$ cat src/rtl/bw_io_dtl_ctl_pkg.sv
// Shared types and helpers for the DTL edge-logic bank sequencer.
//   state_e  : sequencer state encodings (also driven out on the debug state port)
//   StateW   : width of the state encoding
//   sat_step : saturating add/subtract used for the enable-count ramp
package bw_io_dtl_ctl_pkg;

    localparam int unsigned StateW = 3;

    typedef enum logic [StateW-1:0] {
        StPorHold = 3'd0,
        StOff     = 3'd1,
        StRampUp  = 3'd2,
        StOn      = 3'd3,
        StRampDn  = 3'd4,
        StBsr     = 3'd5
    } state_e;

    // Step cur by delta toward lim (up) or toward zero (down), clamping at the bound.
    function automatic int unsigned sat_step(input int unsigned cur, input int unsigned delta,
                                             input int unsigned lim, input logic up);
        if (up) begin
            return (cur + delta >= lim) ? lim : cur + delta;
        end
        return (cur <= delta) ? 32'd0 : cur - delta;
    endfunction

endpackage

$ cat src/rtl/bw_io_dtl_por_sync.sv
// Power-on reset qualifier for the DTL bank sequencer.
// Samples por_l (one register, or a two-flop synchronizer when BW_IO_DTL_CTL_POR_SYNC_EN is
// defined) and counts POR_DLY cycles of por_l high before declaring power-on complete.
//   clk_i        : bank clock
//   rst_ni       : asynchronous active-low reset
//   por_l_i      : raw power-on reset, active low
//   se_i         : scan enable, freezes the hold counter
//   por_ok_o     : sampled por_l (1 = power good)
//   por_done_o   : power good and hold delay elapsed
module bw_io_dtl_por_sync
    import bw_io_dtl_ctl_pkg::*;
#(
    parameter int unsigned POR_DLY = 16
) (
    input  logic clk_i,
    input  logic rst_ni,
    input  logic por_l_i,
    input  logic se_i,
    output logic por_ok_o,
    output logic por_done_o
);

    localparam int unsigned CntW = $clog2(POR_DLY + 1);
    localparam logic [CntW-1:0] CntMax = CntW'(POR_DLY - 1);

    logic por_s_q;

`ifdef BW_IO_DTL_CTL_POR_SYNC_EN
    // por_l is asynchronous to clk here; two flops before anything uses it.
    logic por_m_q;

    always_ff @(posedge clk_i or negedge rst_ni) begin
        if (!rst_ni) begin
            por_m_q <= 1'b0;
            por_s_q <= 1'b0;
        end else begin
            por_m_q <= por_l_i;
            por_s_q <= por_m_q;
        end
    end
`else
    always_ff @(posedge clk_i or negedge rst_ni) begin
        if (!rst_ni) begin
            por_s_q <= 1'b0;
        end else begin
            por_s_q <= por_l_i;
        end
    end
`endif

    logic [CntW-1:0] cnt_q, cnt_d;

    // Clears whenever power is not good; saturates once the hold delay is reached.
    always_comb begin
        cnt_d = cnt_q;
        if (!por_s_q) begin
            cnt_d = '0;
        end else if (!se_i && (cnt_q != CntMax)) begin
            cnt_d = cnt_q + CntW'(1);
        end
    end

    always_ff @(posedge clk_i or negedge rst_ni) begin
        if (!rst_ni) begin
            cnt_q <= '0;
        end else begin
            cnt_q <= cnt_d;
        end
    end

    assign por_ok_o   = por_s_q;
    assign por_done_o = por_s_q && (cnt_q == CntMax);

endmodule

$ cat src/rtl/bw_io_dtl_edge_ctl.sv
// Sequencer for a bank of DTL edge-logic cells: power-on hold, staggered output-enable
// ramp-up/ramp-down, drive-configuration latching and hand-off to boundary scan.
// Optional build macro: BW_IO_DTL_CTL_POR_SYNC_EN (two-flop por_l synchronizer).
//   clk_i, reset_l_i          : bank clock, asynchronous active-low reset
//   por_l_i                   : power-on reset, active low
//   se_i                      : scan enable, freezes the controller (por_l still honoured)
//   oe_req_i, bsr_req_i       : core driver request, boundary-scan ownership request
//   up_open_cfg_i, down_25_cfg_i : requested drive configuration
//   oe_o                      : per-pad output enable
//   sel_bypass_o, bsr_mode_o  : edge-cell clock bypass and boundary-scan mode
//   bsr_gnt_o                 : bank granted to boundary scan
//   up_open_o, down_25_o      : latched drive configuration
//   ready_o                   : all pads enabled, bank on
//   state_o                   : debug view of the sequencer state
module bw_io_dtl_edge_ctl
    import bw_io_dtl_ctl_pkg::*;
#(
    parameter int unsigned NUM_PADS = 8,
    parameter int unsigned GROUP    = 2,
    parameter int unsigned STEP_CYC = 4,
    parameter int unsigned POR_DLY  = 16
) (
    input  logic                clk_i,
    input  logic                reset_l_i,
    input  logic                por_l_i,
    input  logic                se_i,
    input  logic                oe_req_i,
    input  logic                bsr_req_i,
    input  logic                up_open_cfg_i,
    input  logic                down_25_cfg_i,
    output logic [NUM_PADS-1:0] oe_o,
    output logic                sel_bypass_o,
    output logic                bsr_mode_o,
    output logic                bsr_gnt_o,
    output logic                up_open_o,
    output logic                down_25_o,
    output logic                ready_o,
    output logic [StateW-1:0]   state_o
);

    localparam int unsigned CntW  = $clog2(NUM_PADS + 1);
    localparam int unsigned StepW = $clog2(STEP_CYC + 1);
    localparam logic [CntW-1:0]  CntFull  = CntW'(NUM_PADS);
    localparam logic [StepW-1:0] StepLast = StepW'(STEP_CYC - 1);

    // Requests and configuration are sampled once; the FSM acts on the sampled copies.
    logic oe_req_q, bsr_req_q, up_cfg_q, dn_cfg_q;

    always_ff @(posedge clk_i or negedge reset_l_i) begin
        if (!reset_l_i) begin
            oe_req_q  <= 1'b0;
            bsr_req_q <= 1'b0;
            up_cfg_q  <= 1'b0;
            dn_cfg_q  <= 1'b0;
        end else begin
            oe_req_q  <= oe_req_i;
            bsr_req_q <= bsr_req_i;
            up_cfg_q  <= up_open_cfg_i;
            dn_cfg_q  <= down_25_cfg_i;
        end
    end

    logic por_ok, por_done;

    bw_io_dtl_por_sync #(
        .POR_DLY (POR_DLY)
    ) u_por_sync (
        .clk_i      (clk_i),
        .rst_ni     (reset_l_i),
        .por_l_i    (por_l_i),
        .se_i       (se_i),
        .por_ok_o   (por_ok),
        .por_done_o (por_done)
    );

    state_e          state_q, state_d;
    logic [CntW-1:0]  en_q, en_d;
    logic [StepW-1:0] step_q, step_d;
    logic            up_open_q, up_open_d;
    logic            down_25_q, down_25_d;

    logic [CntW-1:0] en_up, en_dn;
    assign en_up = CntW'(sat_step(32'(en_q), GROUP, NUM_PADS, 1'b1));
    assign en_dn = CntW'(sat_step(32'(en_q), GROUP, NUM_PADS, 1'b0));

    always_comb begin
        state_d   = state_q;
        en_d      = en_q;
        step_d    = step_q;
        up_open_d = up_open_q;
        down_25_d = down_25_q;
        if (!por_ok) begin
            // Power abort wins over scan freeze and every request.
            state_d = StPorHold;
            en_d    = '0;
            step_d  = '0;
        end else if (!se_i) begin
            unique case (state_q)
                StPorHold: begin
                    if (por_done) begin
                        state_d = StOff;
                    end
                end
                StOff: begin
                    up_open_d = up_cfg_q;
                    down_25_d = dn_cfg_q;
                    step_d    = '0;
                    if (bsr_req_q) begin
                        state_d = StBsr;
                    end else if (oe_req_q) begin
                        // First group is enabled on the entry edge itself.
                        en_d    = en_up;
                        state_d = (en_up == CntFull) ? StOn : StRampUp;
                    end
                end
                StRampUp: begin
                    if (bsr_req_q || !oe_req_q) begin
                        en_d    = en_dn;
                        step_d  = '0;
                        state_d = (en_dn == '0) ? StOff : StRampDn;
                    end else if (step_q == StepLast) begin
                        en_d   = en_up;
                        step_d = '0;
                        if (en_up == CntFull) begin
                            state_d = StOn;
                        end
                    end else begin
                        step_d = step_q + StepW'(1);
                    end
                end
                StOn: begin
                    if (bsr_req_q || !oe_req_q) begin
                        en_d    = en_dn;
                        step_d  = '0;
                        state_d = (en_dn == '0) ? StOff : StRampDn;
                    end
                end
                StRampDn: begin
                    // Runs to completion; a returning oe_req is served from OFF.
                    if (step_q == StepLast) begin
                        en_d   = en_dn;
                        step_d = '0;
                        if (en_dn == '0) begin
                            state_d = StOff;
                        end
                    end else begin
                        step_d = step_q + StepW'(1);
                    end
                end
                StBsr: begin
                    en_d = '0;
                    if (!bsr_req_q) begin
                        state_d = StOff;
                    end
                end
                default: begin
                    state_d = StPorHold;
                    en_d    = '0;
                    step_d  = '0;
                end
            endcase
        end
    end

    // Outputs are registered from next-state so they move on the same edge as the state.
    logic [NUM_PADS-1:0] oe_d;
    logic sel_bypass_d, bsr_d, ready_d;

    always_comb begin
        oe_d = '0;
        for (int unsigned i = 0; i < NUM_PADS; i++) begin
            oe_d[i] = (i < 32'(en_d));
        end
        sel_bypass_d = (state_d == StPorHold) || (state_d == StOff) || (state_d == StBsr);
        bsr_d        = (state_d == StBsr);
        ready_d      = (state_d == StOn);
    end

    logic [NUM_PADS-1:0] oe_q;
    logic sel_bypass_q, bsr_mode_q, bsr_gnt_q, ready_q;

    always_ff @(posedge clk_i or negedge reset_l_i) begin
        if (!reset_l_i) begin
            state_q      <= StPorHold;
            en_q         <= '0;
            step_q       <= '0;
            up_open_q    <= 1'b0;
            down_25_q    <= 1'b0;
            oe_q         <= '0;
            sel_bypass_q <= 1'b1;
            bsr_mode_q   <= 1'b0;
            bsr_gnt_q    <= 1'b0;
            ready_q      <= 1'b0;
        end else begin
            state_q      <= state_d;
            en_q         <= en_d;
            step_q       <= step_d;
            up_open_q    <= up_open_d;
            down_25_q    <= down_25_d;
            oe_q         <= oe_d;
            sel_bypass_q <= sel_bypass_d;
            bsr_mode_q   <= bsr_d;
            bsr_gnt_q    <= bsr_d;
            ready_q      <= ready_d;
        end
    end

    assign oe_o         = oe_q;
    assign sel_bypass_o = sel_bypass_q;
    assign bsr_mode_o   = bsr_mode_q;
    assign bsr_gnt_o    = bsr_gnt_q;
    assign up_open_o    = up_open_q;
    assign down_25_o    = down_25_q;
    assign ready_o      = ready_q;
    assign state_o      = state_q;

endmodule

$ cat config.mk
export PLATFORM = sky130hd
export DESIGN_NAME = bw_io_dtl_edge_ctl
export DESIGN_NICKNAME = d
export VERILOG_FILES = /design/src/rtl/bw_io_dtl_ctl_pkg.sv /design/src/rtl/bw_io_dtl_por_sync.sv /design/src/rtl/bw_io_dtl_edge_ctl.sv
export SDC_FILE = /design/constraint.sdc
export NUM_CORES = 1
export LEC_CHECK = 0
export BUFFER_PORTS_ARGS = -buffer_cell sky130_fd_sc_hd__buf_2
export CAP_MARGIN = 20
export CORE_UTILIZATION = 55
export CTS_CLUSTER_SIZE = 24
export DETAILED_ROUTE_END_ITERATION = 7
export GPL_ROUTABILITY_DRIVEN = 0
export MAX_ROUTING_LAYER = met4
export PLACE_DENSITY = 0.82
export SYNTH_ARGS = -nofsm -noshare
export SYNTH_HDL_FRONTEND = slang
export SYNTH_SLANG_ARGS = --single-unit
$ cat constraint.sdc
create_clock -name clk_i -period 2.35 [get_ports clk_i]
set_clock_uncertainty 0.05 [all_clocks]
set_input_delay 0.1175 -clock clk_i [delete_from_list [all_inputs] [get_ports clk_i]]
set_output_delay 0.1175 -clock clk_i [all_outputs]
set_load 0.03 [all_outputs]
==> impl_metrics.toml <==
[setup_path]
ff2ff_setup_slack_ns = 0.11
path_class = "reg2reg"
worst_path_max_delay_cell = "sky130_fd_sc_hd__dfrtp_2"
setup.worst_path.end_class = "flop"
worst_r2r_path_depth = 8
cp.required_ns = 2.54
timing.critical_path.from_type = "flop"
critPathArrivalTime_ns = 2.43
cpPeakStageDelay_ns = 0.45
path_max_fanout = 8
cp_cell_sequence = "inv_1 > ha_1 > and2b_1 > a311oi_1 > a21boi_1 > o221ai_1 > o211a_1 > and3_1"

[sta]
fmax_ghz = 0.4460
worstMarginPinSlew_ns = 0.6935
setup_viol_count_final = 0
finalHoldViolCount = 0
timing.setup.tns_ns = 0
rsz0062_at_grt = "no"
timing.slew.headroom = 0.5377
min_period_ns = 2.242
min_period_over_period = 0.9540
slew_violations = 0

[global_route]
grt_usage = 0.2649
wire_length_of_the_first_global_routing_pass_um = 6506
number_of_global_route_vias_before_repair = 1419
grt_max_degree = 33
grt_remaining_overflow = 0
initial_antenna_violation_count = 0

[synth]
synth_largest_area_cell = "sky130_fd_sc_hd__dfrtp_1"
post_synth.cell_area_avg_um2 = 9.823
async_reset_ff_frac = 1.000
synthesis.instances = 181
ys.flop_type = "sky130_fd_sc_hd__dfrtp_1"
fraction_of_the_yosys_area_taken_by_sequential_cells = 0.4511
synth_enable_flop_cells = 0
synth_top_cells_by_area = "sky130_fd_sc_hd__dfrtp_1 (44%), sky130_fd_sc_hd__ha_1 (4.2%), sky130_fd_sc_hd__a21oi_1 (2.8%)"
synth_seq_cells = 32
syn_area_um2 = 1778
synth_fp_nets = 195
netlist-cell-type-count = 59
yosys_warnings = 0
netlist.area_leader.share = 0.4363

[worst_hold_path]
whs_path_depth = 3
hold_path_class = "in2reg"

[finish]
fillCellCount = 251
syn2layout_area_growth_pct = 17.52
final_stage_net_count = 228
antenna_cell_count = 0
instances_no_fill = 259
post_route_cells_drive_above_1_share = 0.2465

[clock_tree]
cts.reportedPaths.clkPinSlew_ns = 0.11
insertion_delay_ns = 0.35
htree_levels = 2
tritoncts.num_buffers = 5
clock_tree_from_tritoncts = "done"
clock_tree_sinks = 32
cts_buffer_depth = 2
cts_root_buffer = "sky130_fd_sc_hd__clkbuf_4"

[power]
pwr-share-clk = 0.354
switching_share = 0.2723
p_leak_nw = 1.034
switchingPower_mw = 0.3232
internal_power_mw = 0.8637
peakVddDrop_mv = 0.3415
p_per_area_nw_per_um2 = 568.1
sequential_share_of_power = 0.504
share_comb_of_total_power = 0.143

[floorplan]
io_pins = 25
die_width_um = 58.86
initial_core_util = 0.5824
fp.coreArea_um2 = 3053
fp.dieH_um = 58.86
die_area_um2 = 3464
core.rowCount = 20

[outcome]
outcome = "complete, no violations"

[detailed_routing]
avgViaCountPerCell = 5.807
remaining_drc_errors = 0
drt-initial-drc-count = 98
route.final.wire_length_um = 3912
total_number_of_vias = 1504
detailed_routing_iteration_count_for_the_pre_antenna_repair_pass = 5
post_detailed_route_count_of_antenna_violating_nets = 0
wl_per_cell_um = 15.10

[placement]
placement.io_buffers = 24
detailed_place_hpwl_um = 2716
numPlacedInstances = 245

[job]
maxCapViolCount = 0
[flip-flops by register name, indices dropped and copies added (netlist names)]
register / count
bsr_req_q: 1
up_cfg_q: 1
en_q: 4
oe_o: 7
ready_o: 1
step_q: 3
oe_req_q: 1
u_por_sync.por_ok_o: 1
bsr_gnt_o: 1
down_25_o: 1
sel_bypass_o: 1
u_por_sync.cnt_q: 5
dn_cfg_q: 1
state_o: 3
up_open_o: 1
[cell type report]
cell class / instances / area (um2) / area share
clock buffers: 6 / 41.29 / 0.01976
flip-flops and latches: 32 / 804.5 / 0.3850
repair buffers: 35 / 217.7 / 0.1042
multi-input cells: 126 / 883.3 / 0.4228
inverters: 14 / 52.55 / 0.02515
clock inverters: 2 / 35.03 / 0.01677
well taps: 44 / 55.05 / 0.02635
[cells by family (layout without fill, tap and decap cells)]
kind of cell,Yosys count,in the layout,share of synthesized area
muxes,4,4,0.02533
DFF,32,32,0.4511
AOI/OAI and AO/OA,55,55,0.2329
buffers and inverters,23,57,0.05911
xor gates and xnor gates,3,3,0.01478
adders and majority gates,6,6,0.04222
and+or+nand+nor,58,58,0.1745
[routing by layer]
metal,GRT usage,wire [um],vias to the layer above
met5,-,0,-
met4,0.1020,74,0
met3,0.07033,226,11
met2,0.4302,1993,53
met1,0.3143,1616,730
li1,-,-,710
[synthesized netlist by cell type, types with 2 or more instances]
master,count
sky130_fd_sc_hd__dfrtp_1,31
sky130_fd_sc_hd__inv_1,13
sky130_fd_sc_hd__nor2_1,12
sky130_fd_sc_hd__nand2_1,11
sky130_fd_sc_hd__a21oi_1,10
sky130_fd_sc_hd__o21ai_0,7
sky130_fd_sc_hd__ha_1,6
sky130_fd_sc_hd__nor2b_1,6
sky130_fd_sc_hd__and2_1,5
sky130_fd_sc_hd__nand3_1,5
sky130_fd_sc_hd__mux2_2,4
sky130_fd_sc_hd__nand2b_1,4
sky130_fd_sc_hd__a22oi_1,3
sky130_fd_sc_hd__buf_2,3
sky130_fd_sc_hd__clkbuf_1,3
sky130_fd_sc_hd__nor3_1,3
sky130_fd_sc_hd__nor3b_1,3
sky130_fd_sc_hd__o21a_1,3
sky130_fd_sc_hd__a211oi_1,2
sky130_fd_sc_hd__a21boi_0,2
sky130_fd_sc_hd__a21boi_1,2
sky130_fd_sc_hd__and3_1,2
sky130_fd_sc_hd__buf_4,2
sky130_fd_sc_hd__o211a_1,2
sky130_fd_sc_hd__o221ai_1,2
sky130_fd_sc_hd__xnor2_1,2
[power by group through the flow]
stage | combinational, mW | sequential, mW | clock, mW
final | 0.170 | 0.598 | 0.420
after global routing | 0.185 | 0.602 | 0.446
after CTS | 0.169 | 0.598 | 0.426
after detailed placement | 0.160 | 0.608 | 0
after global placement | 0.156 | 0.606 | 0
after floorplan | 0.0816 | 0.633 | 0
[stage by stage]
| step | power, mW | util | setup slack (ns) | cell area, um2 | hold slack (ns) |
|---|---|---|---|---|---|
| final | 1.187 | 0.6844 | 0.1081 | 2090 | 0.1665 |
| after global routing | 1.233 | 0.6844 | 0.006475 | 2090 | 0.1740 |
| after CTS | 1.192 | 0.6795 | 0.06869 | 2074 | 0.1542 |
| after detailed placement | 0.7680 | 0.6348 | 0.1218 | 1938 | 0.1541 |
| after global placement | 0.7615 | 0.6348 | 0.1869 | 1938 | 0.1348 |
| after floorplan | 0.7148 | - | 0.3656 | 1778 | -0.2281 |
[critical path, delay by kind of cell, from the launching register on]
kind                     cells  cell delay [ns]
buffers and inverters        1             0.10
flip-flops                   1             0.45
AO/OA/AOI/OAI                4             0.95
AND/OR/NAND/NOR              2             0.36
adder cells (fa/ha/maj)      1             0.21
[layout by cell type, fill, tap and decap left out, types with 2 or more instances in the layout]
master,n
sky130_fd_sc_hd__dfrtp_1,29
sky130_fd_sc_hd__buf_2,24
sky130_fd_sc_hd__inv_1,13
sky130_fd_sc_hd__nor2_1,12
sky130_fd_sc_hd__nand2_1,11
sky130_fd_sc_hd__a21oi_1,10
sky130_fd_sc_hd__o21ai_0,7
sky130_fd_sc_hd__nor2b_1,6
sky130_fd_sc_hd__ha_1,6
sky130_fd_sc_hd__dlygate4sd3_1,6
sky130_fd_sc_hd__and2_1,5
sky130_fd_sc_hd__nand3_1,5
sky130_fd_sc_hd__clkbuf_4,5
sky130_fd_sc_hd__buf_4,5
sky130_fd_sc_hd__nand2b_1,4
sky130_fd_sc_hd__mux2_2,4
sky130_fd_sc_hd__nor3b_1,3
sky130_fd_sc_hd__a22oi_1,3
sky130_fd_sc_hd__nor3_1,3
sky130_fd_sc_hd__o21a_1,3
sky130_fd_sc_hd__a21boi_0,2
sky130_fd_sc_hd__a21boi_1,2
sky130_fd_sc_hd__and3_1,2
sky130_fd_sc_hd__o221ai_1,2
sky130_fd_sc_hd__o211a_1,2
sky130_fd_sc_hd__a211oi_1,2
sky130_fd_sc_hd__xnor2_1,2
sky130_fd_sc_hd__dfrtp_2,2
[final timing paths]
kind | start | end
max | en_q[1] | bsr_gnt_o
min | se_i | u_por_sync.cnt_q[1]
max reg2reg | en_q[1] | bsr_gnt_o
min reg2reg | dn_cfg_q | down_25_o
max in group asynchronous | reset_l_i | en_q[2]
min in group asynchronous | reset_l_i | bsr_req_q
[timing repair]
| action | CTS | global route |
|---|---|---|
| endpoints found under the setup margin | 0 | 6 |
| gates resized for setup | 0 | 4 |
| setup buffers | 0 | 0 |
| hold endpoints to repair | 36 | 0 |
| hold buffers | 6 | 0 |
(Power assumes the default switching activity.)
